### config.mk
export PLATFORM = sky130hd
export DESIGN_NAME = parking_gate_ctrl
export DESIGN_NICKNAME = d
export VERILOG_FILES = /design/src/rtl/parking_gate_ctrl.sv
export SDC_FILE = /design/constraint.sdc
export NUM_CORES = 1
export LEC_CHECK = 0
export CORE_UTILIZATION = 55
export DETAILED_ROUTE_END_ITERATION = 16
export PLACE_DENSITY = 0.91
export SLEW_MARGIN = 20
export SYNTH_ARGS = -nofsm -noshare
export SYNTH_HDL_FRONTEND = slang
export SYNTH_SLANG_ARGS = --single-unit
### constraint.sdc
create_clock -name clk -period 8.76 [get_ports clk]
set_clock_uncertainty 0.05 [all_clocks]
set_input_delay 2.628 -clock clk [delete_from_list [all_inputs] [get_ports clk]]
set_output_delay 2.628 -clock clk [all_outputs]
set_load 0.02 [all_outputs]
### src/rtl/parking_gate_ctrl.sv
// ============================================================================
// Module   : parking_gate_ctrl
// Purpose  : N-slot parking controller. It synchronises the sensors and runs
//            the entrance and exit gate FSMs. It tracks occupied and pending
//            (admitted, not yet parked) cars and drives the slot and full LEDs.
//            Optional reservation timeout: `define PARKING_GATE_TIMEOUT_EN
// Revision : 1.0 - initial release
// ============================================================================
`default_nettype none

module parking_gate_ctrl #(
    parameter int NUM_SLOTS     = 3,
    parameter int HOLD_TICKS    = 2,
    parameter int TIMEOUT_TICKS = 25,
    parameter int CNT_W         = 4
) (
    input  logic                 clk,
    input  logic                 reset,
    input  logic                 tick,
    input  logic [NUM_SLOTS-1:0] slot_presence,
    input  logic                 entr_presence,
    input  logic                 exit_presence,
    output logic [NUM_SLOTS-1:0] slot_led,
    output logic                 full_led,
    output logic                 open_entrance,
    output logic                 open_exit,
    output logic [CNT_W-1:0]     occupied_count,
    output logic [CNT_W-1:0]     pending_count,
    output logic                 car_enter,
    output logic                 car_exit
);

    localparam int              c_HOLD_W    = $clog2(HOLD_TICKS + 1);
    localparam logic [c_HOLD_W-1:0] c_HOLD_LOAD = c_HOLD_W'(HOLD_TICKS);
    localparam logic [1:0]      c_S_IDLE    = 2'd0;
    localparam logic [1:0]      c_S_OPEN    = 2'd1;
    localparam logic [1:0]      c_S_HOLD    = 2'd2;

    if (NUM_SLOTS < 1 || NUM_SLOTS > 15) begin : g_chk_slots
        $error("parking_gate_ctrl: NUM_SLOTS out of range");
    end
    if (HOLD_TICKS < 1) begin : g_chk_hold
        $error("parking_gate_ctrl: HOLD_TICKS must be >= 1");
    end
    if (TIMEOUT_TICKS < 1) begin : g_chk_timeout
        $error("parking_gate_ctrl: TIMEOUT_TICKS must be >= 1");
    end
    if ((1 << CNT_W) <= NUM_SLOTS) begin : g_chk_cnt_w
        $error("parking_gate_ctrl: CNT_W too narrow for NUM_SLOTS");
    end

    logic [NUM_SLOTS-1:0] r_slot_s1, r_slot_s2;
    logic [1:0]           r_gate_s1, r_gate_s2;   // [0]=entrance, [1]=exit
    logic [NUM_SLOTS-1:0] r_slot_led;
    logic [CNT_W-1:0]     r_occ, r_pend;
    logic                 r_full;
    logic [CNT_W-1:0]     w_pop, w_park, w_pend_nxt;
    logic [CNT_W+1:0]     w_pend_add, w_pend_dec, w_pend_diff;
    logic [1:0]           w_allow, w_open, w_pulse;
    logic                 w_capacity_ok, w_enter_start, w_expire;

    always_ff @(posedge clk) begin
        if (reset) begin
            r_slot_s1  <= '0;
            r_slot_s2  <= '0;
            r_gate_s1  <= '0;
            r_gate_s2  <= '0;
            r_slot_led <= '0;
            r_occ      <= '0;
            r_full     <= 1'b0;
            r_pend     <= '0;
        end else begin
            r_slot_s1  <= slot_presence;
            r_slot_s2  <= r_slot_s1;
            r_gate_s1  <= {exit_presence, entr_presence};
            r_gate_s2  <= r_gate_s1;
            r_slot_led <= r_slot_s2;
            r_occ      <= w_pop;
            r_full     <= (r_occ == CNT_W'(NUM_SLOTS));
            r_pend     <= w_pend_nxt;
        end
    end

    // r_slot_led is the previous synchronised sample, so it doubles as the edge reference
    always_comb begin
        w_pop  = '0;
        w_park = '0;
        for (int i = 0; i < NUM_SLOTS; i++) begin
            w_pop  = w_pop + CNT_W'(r_slot_s2[i]);
            w_park = w_park + CNT_W'(r_slot_s2[i] & ~r_slot_led[i]);
        end
    end

    assign w_capacity_ok = ({1'b0, r_occ} + {1'b0, r_pend}) < (CNT_W + 1)'(NUM_SLOTS);
    assign w_allow       = {1'b1, w_capacity_ok};

    for (genvar gi = 0; gi < 2; gi++) begin : g_gate
        logic [1:0]          r_state, w_nxt_state;
        logic [c_HOLD_W-1:0] r_hold, w_nxt_hold;
        logic                r_pulse, w_start;

        always_ff @(posedge clk) begin
            if (reset) begin
                r_state <= c_S_IDLE;
                r_hold  <= '0;
                r_pulse <= 1'b0;
            end else begin
                r_state <= w_nxt_state;
                r_hold  <= w_nxt_hold;
                r_pulse <= w_start;
            end
        end

        // A state exit takes priority over a coincident tick
        always_comb begin
            w_nxt_state = r_state;
            w_nxt_hold  = r_hold;
            w_start     = 1'b0;
            case (r_state)
                c_S_IDLE: begin
                    if (r_gate_s2[gi] && w_allow[gi]) begin
                        w_nxt_state = c_S_OPEN;
                        w_start     = 1'b1;
                    end
                end
                c_S_OPEN: begin
                    if (!r_gate_s2[gi]) begin
                        w_nxt_state = c_S_HOLD;
                        w_nxt_hold  = c_HOLD_LOAD;
                    end
                end
                c_S_HOLD: begin
                    if (r_gate_s2[gi]) begin
                        w_nxt_state = c_S_OPEN;
                    end else if (r_hold == '0) begin
                        w_nxt_state = c_S_IDLE;
                    end else if (tick) begin
                        w_nxt_hold = r_hold - 1'b1;
                    end
                end
                default: w_nxt_state = c_S_IDLE;
            endcase
        end

        assign w_open[gi]  = (r_state != c_S_IDLE);
        assign w_pulse[gi] = r_pulse;
    end

    assign w_enter_start = g_gate[0].w_start;

`ifdef PARKING_GATE_TIMEOUT_EN
    localparam int               c_TMO_W    = $clog2(TIMEOUT_TICKS + 1);
    localparam logic [c_TMO_W-1:0] c_TMO_LOAD = c_TMO_W'(TIMEOUT_TICKS);
    logic [c_TMO_W-1:0] r_tmo;

    assign w_expire = tick && (r_tmo == c_TMO_W'(1)) && (r_pend != '0);

    // Zero means idle; the timer is shared and restarted on any pending change that leaves cars waiting
    always_ff @(posedge clk) begin
        if (reset) begin
            r_tmo <= '0;
        end else if (w_enter_start) begin
            r_tmo <= c_TMO_LOAD;
        end else if (w_pend_nxt == '0) begin
            r_tmo <= '0;
        end else if ((w_park != '0) || w_expire) begin
            r_tmo <= c_TMO_LOAD;
        end else if (tick && (r_tmo != '0)) begin
            r_tmo <= r_tmo - 1'b1;
        end
    end
`else
    assign w_expire = 1'b0;
`endif

    // Admission and parking in the same cycle net out; result clamps to [0, NUM_SLOTS]
    always_comb begin
        w_pend_add  = {2'b00, r_pend} + (CNT_W + 2)'(w_enter_start);
        w_pend_dec  = {2'b00, w_park} + (CNT_W + 2)'(w_expire);
        w_pend_diff = '0;
        if (w_pend_add > w_pend_dec) begin
            w_pend_diff = w_pend_add - w_pend_dec;
        end
        if (w_pend_diff > (CNT_W + 2)'(NUM_SLOTS)) begin
            w_pend_diff = (CNT_W + 2)'(NUM_SLOTS);
        end
        w_pend_nxt = CNT_W'(w_pend_diff);
    end

    assign slot_led       = r_slot_led;
    assign full_led       = r_full;
    assign occupied_count = r_occ;
    assign pending_count  = r_pend;
    assign open_entrance  = w_open[0];
    assign open_exit      = w_open[1];
    assign car_enter      = w_pulse[0];
    assign car_exit       = w_pulse[1];

endmodule

`default_nettype wire

==> impl_summary.log, run 1 <==
INFO  metric first_global_vias = about 1,000
INFO  metric timing.max_slew.rel_slack = 0.435
INFO  metric post_cts_resize_count = 0
INFO  metric async_flop_share = 0
INFO  metric syn2layout_area_growth = 21.2%
INFO  metric netlist_cell_types = 38
INFO  metric total_leakage_power = just under 0.7 nW
INFO  metric antenna_violating_nets_post_route = 0
INFO  metric antenna_found_initial = 0
INFO  metric min-delay-path-class = flop to flop
INFO  metric fin_crit_sh = 0.486
INFO  metric synthesis.yosys.warnings = 0
INFO  metric powerDensity = about 170 nW/um^2
INFO  metric crit_start = g_gate[0].r_state[0]$_SDFFE_PP0P_
INFO  metric worst-r2r-setup-slack = 5.02 ns
INFO  metric critical_path_rt = roughly 6.1 ns
INFO  metric htree_levels = 2
INFO  metric clkSlewWorstSetupHoldPaths = 0.11 ns
INFO  metric avgViaCountPerCell = about 5.3
INFO  metric grt_util_all_layers = 0.225
INFO  metric layout_min_cycle_time = 4.26 ns
INFO  metric crit_slowest_cell = sky130_fd_sc_hd__clkdlybuf4s50_1
INFO  metric tritoncts = yes
INFO  metric maxCapViolations = 0
INFO  metric placed_cells_incl_taps = roughly 190
INFO  metric worst-r2r-cell-count = 13
INFO  metric finalWirelength = between 2000 and 3000 microns
INFO  metric cts.root.buffer_cell = sky130_fd_sc_hd__clkbuf_4
INFO  metric grt_setup_unrepaired = no
INFO  metric dieHeight = about 53 microns
INFO  metric setup-violations-final = 0
INFO  metric dp_hpwl = around 1800 microns
INFO  metric timing.critical_path.max_delay_family = buffers and inverters
INFO  metric post-cts-setup-buffer-count = 0
INFO  metric dr.pass1.iters = 4
INFO  metric die_area = 2760 sq um
INFO  metric synthesis.instances = around 140
INFO  metric maxSlewViolCount = 0
INFO  metric peak_ir_drop_on_the_vdd_network = 0.000150 V
INFO  metric worstSetupPathType = flop to output pin
INFO  metric critical_path.cell_chain = or2_2, clkdlybuf4s50_1
INFO  metric place_congestion = between 0.8 and 0.9
INFO  metric dieWidth = 52.6 microns
INFO  metric crit_arrival = 1.58 ns
INFO  metric layout_commonest_cell = sky130_fd_sc_hd__dfxtp_1
INFO  metric antenna_diode_count = 0
INFO  metric finalHoldViolations = 0
INFO  metric end_kind = output pin
INFO  metric synth_edf_count = 0
INFO  metric setup_ws = 4.50 ns
INFO  metric cts-buffers-inserted = 5
INFO  metric endpoint_of_the_worst_register_to_register_path = pending_count[1]$_SDFF_PP0_
INFO  metric synth_top_flop_cell = sky130_fd_sc_hd__dfxtp_1
INFO  metric dr.first_iter.drc_count = 11
INFO  metric drt-wirelength-per-cell = ~13 microns
INFO  metric synth_seq_cells = 30
INFO  metric run_status = finished, final reports clean
INFO  metric worstSkewPairLatency = ~0.33 ns
INFO  metric slowest_cell_delay_on_critical_path = between 0.5 and 0.6 ns
INFO  metric gr_overflow_total = 0
INFO  metric dp_worst_setup_slack = approximately 4.6 ns
INFO  metric worst_slew_pin_slew = 0.845 ns
INFO  metric top_level_ports = 24
INFO  metric cts_buffer_depth = 2
INFO  metric worstHoldEndpoint = r_gate_s2[0]$_SDFF_PP0_
INFO  metric place.port_buffers = 21
INFO  metric cts_sinks = 30
INFO  metric final_layout_size_suffix_gt1_frac = 0.0843
INFO  metric floorplan.initialDensity = 0.607
INFO  metric hp-start = r_gate_s1[0]$_SDFF_PP0_
INFO  metric wire_length_of_the_first_global_routing_pass = 4420 microns
INFO  metric setup_tns = 0 ns
INFO  metric synth.yosys.seq_area_share = 0.427
INFO  metric path_buf_inv = 1
INFO  metric layout.cells.non_filler = around 190
INFO  metric start_kind = flop
INFO  metric layout.nets = ~190
INFO  metric total_via_count_in_the_routed_design = slightly above 1,000
INFO  metric regToRegStartpoint = occupied_count[0]$_SDFF_PP0_
INFO  metric cts_hold_repair.buffers = 0
INFO  metric drc_errors = 0
INFO  metric hold_depth = 1
INFO  metric syn_area_per_cell = 10.2 sq um
INFO  metric achievable-frequency = 235 MHz
INFO  metric post_synth_instance_area = approximately 1400 sq um
INFO  metric grt_start_max_net_pins = 27
INFO  metric cp_max_fo = 6
INFO  metric final_cell_mix = sky130_fd_sc_hd__dfxtp_1, sky130_fd_sc_hd__nor2b_1, sky130_fd_sc_hd__clkdlybuf4s50_1
INFO  metric core-area = ~2300 sq um
INFO  metric core_rows = 17
## per-layer routing
layer | GRT usage | part of all wire | wire [microns]
met1 | 0.262 | 0.45 | 1130
met3 | 0.0725 | 0.045 | 113
met5 | 0 | 0 | 0
met4 | 0.0833 | 0.0056 | 14
met2 | 0.380 | 0.50 | 1260
## metrics by stage
step	instance area [sq um]	power [mW]	utilization	hold slack (ns)
6_report	1700	0.286	0.735	0.390
5_1_grt	1700	0.303	0.735	0.421
4_1_cts	1700	0.289	0.735	0.398
3_5_place_dp	1640	0.201	0.708	0.381
3_3_place_gp	1640	0.198	0.708	0.367
2_1_floorplan	1420	0.185	-	0.364
## area by class of cell
cell class | instances | area, sq um
multi-input combinational | 98 | 761
fill | 150 | 614
sequential | 30 | 601
timing repair buffer | 21 | 210
clock buffer | 6 | 51.3
tap | 28 | 35.0
inverter | 9 | 33.8
clock inverter | 2 | 12.5
## worst max path at each step
stage                                  endpoint  slack (ns)  cells after the start
floorplan           pending_count[0]$_SDFF_PP0_        5.25                     12
global placement    pending_count[0]$_SDFF_PP0_        4.59                      3
detailed placement  pending_count[1]$_SDFF_PP0_        4.56                      3
CTS                               open_entrance        4.48                      2
global route                      open_entrance        4.42                      2
finish                            open_entrance        4.50                      2
## cells in the mapped netlist (2+ instances only)
| cell | n | share of area |
|---|---|---|
| sky130_fd_sc_hd__a211oi_1 | 3 | 0.016 |
| sky130_fd_sc_hd__a21o_1 | 2 | 0.011 |
| sky130_fd_sc_hd__a21oi_1 | 5 | 0.018 |
| sky130_fd_sc_hd__a221oi_1 | 2 | 0.012 |
| sky130_fd_sc_hd__a311oi_1 | 2 | 0.012 |
| sky130_fd_sc_hd__and2_1 | 2 | 0.0089 |
| sky130_fd_sc_hd__buf_4 | 2 | 0.011 |
| sky130_fd_sc_hd__clkbuf_1 | 2 | 0.0053 |
| sky130_fd_sc_hd__dfxtp_1 | 30 | 0.43 |
| sky130_fd_sc_hd__fa_1 | 4 | 0.057 |
| sky130_fd_sc_hd__ha_1 | 8 | 0.071 |
| sky130_fd_sc_hd__inv_1 | 9 | 0.024 |
| sky130_fd_sc_hd__mux2i_1 | 2 | 0.014 |
| sky130_fd_sc_hd__nand2_1 | 3 | 0.0080 |
| sky130_fd_sc_hd__nand2b_1 | 7 | 0.031 |
| sky130_fd_sc_hd__nand4bb_1 | 2 | 0.016 |
| sky130_fd_sc_hd__nor2_1 | 9 | 0.024 |
| sky130_fd_sc_hd__nor2b_1 | 23 | 0.10 |
| sky130_fd_sc_hd__or2_2 | 2 | 0.0089 |
## power by group
part           switching [mW]  internal [mW]  total (mW)
Clock                  0.0481         0.0385      0.0866
Sequential            0.00684          0.142       0.149
Combinational          0.0260         0.0245      0.0505
## worst register-to-register path, stage by stage, from the launching register on
cell,delay [ns]
sky130_fd_sc_hd__dfxtp_1,0.35
sky130_fd_sc_hd__ha_1,0.23
sky130_fd_sc_hd__fa_1,0.38
sky130_fd_sc_hd__nor2b_1,0.17
sky130_fd_sc_hd__a2111oi_4,0.35
sky130_fd_sc_hd__nand2_1,0.11
sky130_fd_sc_hd__nor2_1,0.11
sky130_fd_sc_hd__ha_1,0.29
sky130_fd_sc_hd__ha_1,0.31
sky130_fd_sc_hd__ha_1,0.32
sky130_fd_sc_hd__nor2b_1,0.17
sky130_fd_sc_hd__or3_1,0.31
sky130_fd_sc_hd__a31o_1,0.23
sky130_fd_sc_hd__a221oi_1,0.27
## flip-flops by register name, indices dropped and copies added (netlist names)
register and count:
g_gate.r_state 4, g_gate.r_hold 4, pending_count 4, occupied_count 2, r_slot_s1 3, car_enter 1, r_gate_s2 2, r_gate_s1 2
slot_led 3, r_slot_s2 3, full_led 1, car_exit 1
## logic make-up after synthesis
logic type,after synthesis,synth area share
DFF,30,0.427
other,1,0.00267
AOI/OAI and AO/OA,23,0.139
and+or+nand+nor,57,0.249
muxes,2,0.0142
buffers and inverters,13,0.0400
adders and majority gates,12,0.128
Power figures use the tool's default switching activity.
==> run 2: changes to the inputs <==
--- a/config.mk
+++ b/config.mk
@@ -5,9 +5,9 @@
 export SDC_FILE = /design/constraint.sdc
 export NUM_CORES = 1
 export LEC_CHECK = 0
-export CORE_UTILIZATION = 55
+export CORE_UTILIZATION = 46
 export DETAILED_ROUTE_END_ITERATION = 16
-export PLACE_DENSITY = 0.91
+export PLACE_DENSITY = 0.83
 export SLEW_MARGIN = 20
 export SYNTH_ARGS = -nofsm -noshare
 export SYNTH_HDL_FRONTEND = slang
==> constraint.sdc (replaced) <==
create_clock -name clk -period 3.75 [get_ports clk]
set_clock_uncertainty 0.05 [all_clocks]
set_input_delay 1.125 -clock clk [delete_from_list [all_inputs] [get_ports clk]]
set_output_delay 1.125 -clock clk [all_outputs]
set_load 0.02 [all_outputs]
==> run 2 against run 1 <==
  * The run now ends with DRC left
  * Sequential share of layout area fell by 1.7 points
  * Count of clock-buffer cells in the layout did not move
  * Hold slack better by 0.0061 ns
  * First-iteration DRC count rose to 3.3 times the previous value
  * Via count rose by 2.3%
  * Core utilization shrank 10 points
  * Highest routed layer unchanged
==> impl_summary.log, run 2 (synthesis gave the netlist of run 1 again) <==
INFO  metric run_status = finished with violations (was finished, final reports clean)
INFO  metric violations = DRC
INFO  metric dieWidth = 57.3 microns (was 52.6 microns)
INFO  metric cts_sinks = 30 (unchanged)
INFO  metric floorplan.initialDensity = 0.497 (was 0.607)
INFO  metric power.share.switching = 0.281 (was 0.282)
INFO  metric gr_overflow_total = 0 (unchanged)
INFO  metric drt-wirelength-per-cell = 12.5 microns (was 13.0 microns)
INFO  metric core-area = 2830 sq um (was 2320 sq um)
INFO  metric cts.root.buffer_cell = sky130_fd_sc_hd__clkbuf_4 (unchanged)
INFO  metric grt_start_max_net_pins = 17 (was 27)
INFO  metric achievable-frequency = roughly 290 MHz
INFO  metric crit_slowest_cell = sky130_fd_sc_hd__fa_1 (was sky130_fd_sc_hd__clkdlybuf4s50_1)
INFO  metric internal_power = 486 uW (was 205 uW)
INFO  metric syn2layout_area_growth = 27.5% (was 21.2%)
INFO  metric final_util = 0.634 (was 0.735)
INFO  metric cts_buffer_depth = 2 (unchanged)
INFO  metric htree_levels = 2 (unchanged)
INFO  metric start_kind = flop (unchanged)
INFO  metric grt_setup_unrepaired = no (unchanged)
INFO  metric layout_commonest_cell = sky130_fd_sc_hd__dfxtp_1 (unchanged)
INFO  metric worstSkewPairLatency = 0.32 ns (was 0.33 ns)
INFO  metric layout_min_cycle_time = roughly 3.5 ns
INFO  metric peak_ir_drop_on_the_vdd_network = 0.000234 V (was 0.000150 V)
INFO  metric total_leakage_power = 0.727 nW (was 0.680 nW)
INFO  metric share_seq_of_total_power = 0.509 (was 0.521)
INFO  metric setup_tns = 0 ns (unchanged)
INFO  metric fillers = 228 (was 150)
INFO  metric critical_path.cell_chain = ha_2, fa_1, nor2b_1, a2111oi_4, nand2_1, nor2_1, ha_2, ha_1, ha_1, nor2b_1, or3_1, a31o_1, a221oi_2 (was or2_2, clkdlybuf4s50_1)
INFO  metric end_kind = flop (was output pin)
INFO  metric p_sw = 190 uW (was 80.9 uW)
INFO  metric powerDensity = 377 nW/um^2 (was 168 nW/um^2)
INFO  metric critical_path_rt = 3.94 ns (was 6.08 ns)
INFO  metric slowest_cell_delay_on_critical_path = 0.39 ns (was 0.54 ns)
INFO  metric antenna_found_initial = 0 (unchanged)
INFO  metric dr.pass1.iters = 12 (was 4)
INFO  metric drc_errors = 3 (was 0)
INFO  metric first_global_vias = 1,026 (was 1,049)
INFO  metric place_congestion = 0.800 (was 0.809)
INFO  metric worst_slew_pin_slew = 0.567 ns (was 0.845 ns)
INFO  metric avgViaCountPerCell = 5.14 (was 5.31)
INFO  metric timing.critical_path.max_delay_family = adder cells (was buffers and inverters)
INFO  metric cp_max_fo = 4 (was 6)
INFO  metric final_layout_size_suffix_gt1_frac = 0.161 (was 0.0843)
INFO  metric path_buf_inv = 0 (was 1)
INFO  metric cts_hold_repair.buffers = 0 (unchanged)
INFO  metric tritoncts = yes (unchanged)
INFO  metric setup-violations-final = 0 (unchanged)
INFO  metric clkSlewWorstSetupHoldPaths = 0.10 ns (was 0.11 ns)
INFO  metric final.hold.worst_slack = 0.396 ns (was 0.390 ns)
INFO  metric finalHoldViolations = 0 (unchanged)
INFO  metric layout.nets = 193 (was 185)
INFO  metric maxSlewViolCount = 0 (unchanged)
INFO  metric dr.first_iter.drc_count = 36 (was 11)
INFO  metric maxCapViolations = 0 (unchanged)
INFO  metric min-delay-path-class = flop to flop (unchanged)
INFO  metric finalWirelength = 2570 microns (was 2520 microns)
INFO  metric grt_util_all_layers = 0.170 (was 0.225)
INFO  metric top_level_ports = 24 (unchanged)
INFO  metric worstSetupPathType = flop to flop (was flop to output pin)
INFO  metric final_cell_mix = sky130_fd_sc_hd__dfxtp_1, sky130_fd_sc_hd__nor2b_1, sky130_fd_sc_hd__clkdlybuf4s50_1 (unchanged)
INFO  metric die_area = 3280 sq um (was 2760 sq um)
INFO  metric antenna_violating_nets_post_route = 0 (unchanged)
INFO  metric timing.max_slew.rel_slack = 0.621 (was 0.435)
INFO  metric place.port_buffers = 21 (unchanged)
INFO  metric total_via_count_in_the_routed_design = 1,054 (was 1,030)
INFO  metric wire_length_of_the_first_global_routing_pass = 4120 microns (was 4420 microns)
INFO  metric crit_arrival = 3.69 ns (was 1.58 ns)
INFO  metric core_rows = 19 (was 17)
INFO  metric dp_hpwl = 1800 microns (was 1780 microns)
INFO  metric cts-buffers-inserted = 5 (unchanged)
INFO  metric power_frac_comb = 0.198 (was 0.176)
INFO  metric antenna_diode_count = 0 (unchanged)
INFO  metric dieHeight = 57.3 microns (was 52.6 microns)
INFO  metric fin_crit_sh = 0.934
INFO  metric clkPwrFrac = 0.293 (was 0.303)
-- run 2: cell types whose count changed in the layout (fill, tap and decap cells not counted), sizes merged --
cell / before / now
buf: 0 / 8
-- run 2: timing repair --
| item | 4_1_cts | 5_1_grt |
|---|---|---|
| buffers inserted | 0 | 6 |
| gates resized for setup | 0 | 6 |
| endpoints found under the setup margin | 0 | 2 |
-- run 2: layer usage --
metal / vias up / GRT usage / part of all wire
met5: - / 0 / 0
met4: 0 / 0.105 / 0.011
met3: 4 / 0.0476 / 0.037
met2: 29 / 0.284 / 0.50
met1: 485 / 0.194 / 0.45
li1: 536 / - / -
-- run 2: power groups by stage --
stage	clock network [mW]	logic, mW	registers (mW)
after floorplan	0	0.0711	0.360
after global placement	0	0.117	0.351
after detailed placement	0	0.123	0.351
after CTS	0.205	0.123	0.344
after global routing	0.221	0.147	0.347
final	0.198	0.134	0.344
-- run 2: worst reg2reg max path: cells and delay by family (launching register included) --
family | cells | cell delay [ns]
adders and majority gates | 5 | 1.36
AOI/OAI and AO/OA | 3 | 0.81
DFF | 1 | 0.34
and+or+nand+nor | 5 | 0.88
-- run 2: cell type report --
type	count	area (sq um)	area share
Clock inverter	2	12.5	0.00698
Inverter	9	33.8	0.0188
Timing Repair Buffer	29	270	0.151
Multi-Input combinational cell	98	786	0.438
Clock buffer	6	51.3	0.0286
Sequential cell	30	601	0.335
Tap cell	31	38.8	0.0216
-- run 2: path summary, 6_finish.rpt --
kind,cells past startpoint,endpoint,from,slack (ns)
min,1,r_gate_s2[1]$_SDFF_PP0_,r_gate_s1[1]$_SDFF_PP0_,0.40
min reg2reg,1,r_gate_s2[1]$_SDFF_PP0_,r_gate_s1[1]$_SDFF_PP0_,0.40
max reg2reg,13,pending_count[0]$_SDFF_PP0_,occupied_count[0]$_SDFF_PP0_,0.25
max,13,pending_count[0]$_SDFF_PP0_,occupied_count[0]$_SDFF_PP0_,0.25
-- run 2: metrics by stage --
stage	setup slack, ns	total power [mW]	cells	instance area [sq um]
after floorplan	0.240	0.431	141	1420
after global placement	0.246	0.468	191	1660
after detailed placement	0.103	0.474	191	1660
after CTS	0.0532	0.672	199	1720
after global routing	0.0338	0.715	205	1790
final	0.246	0.676	205	1790
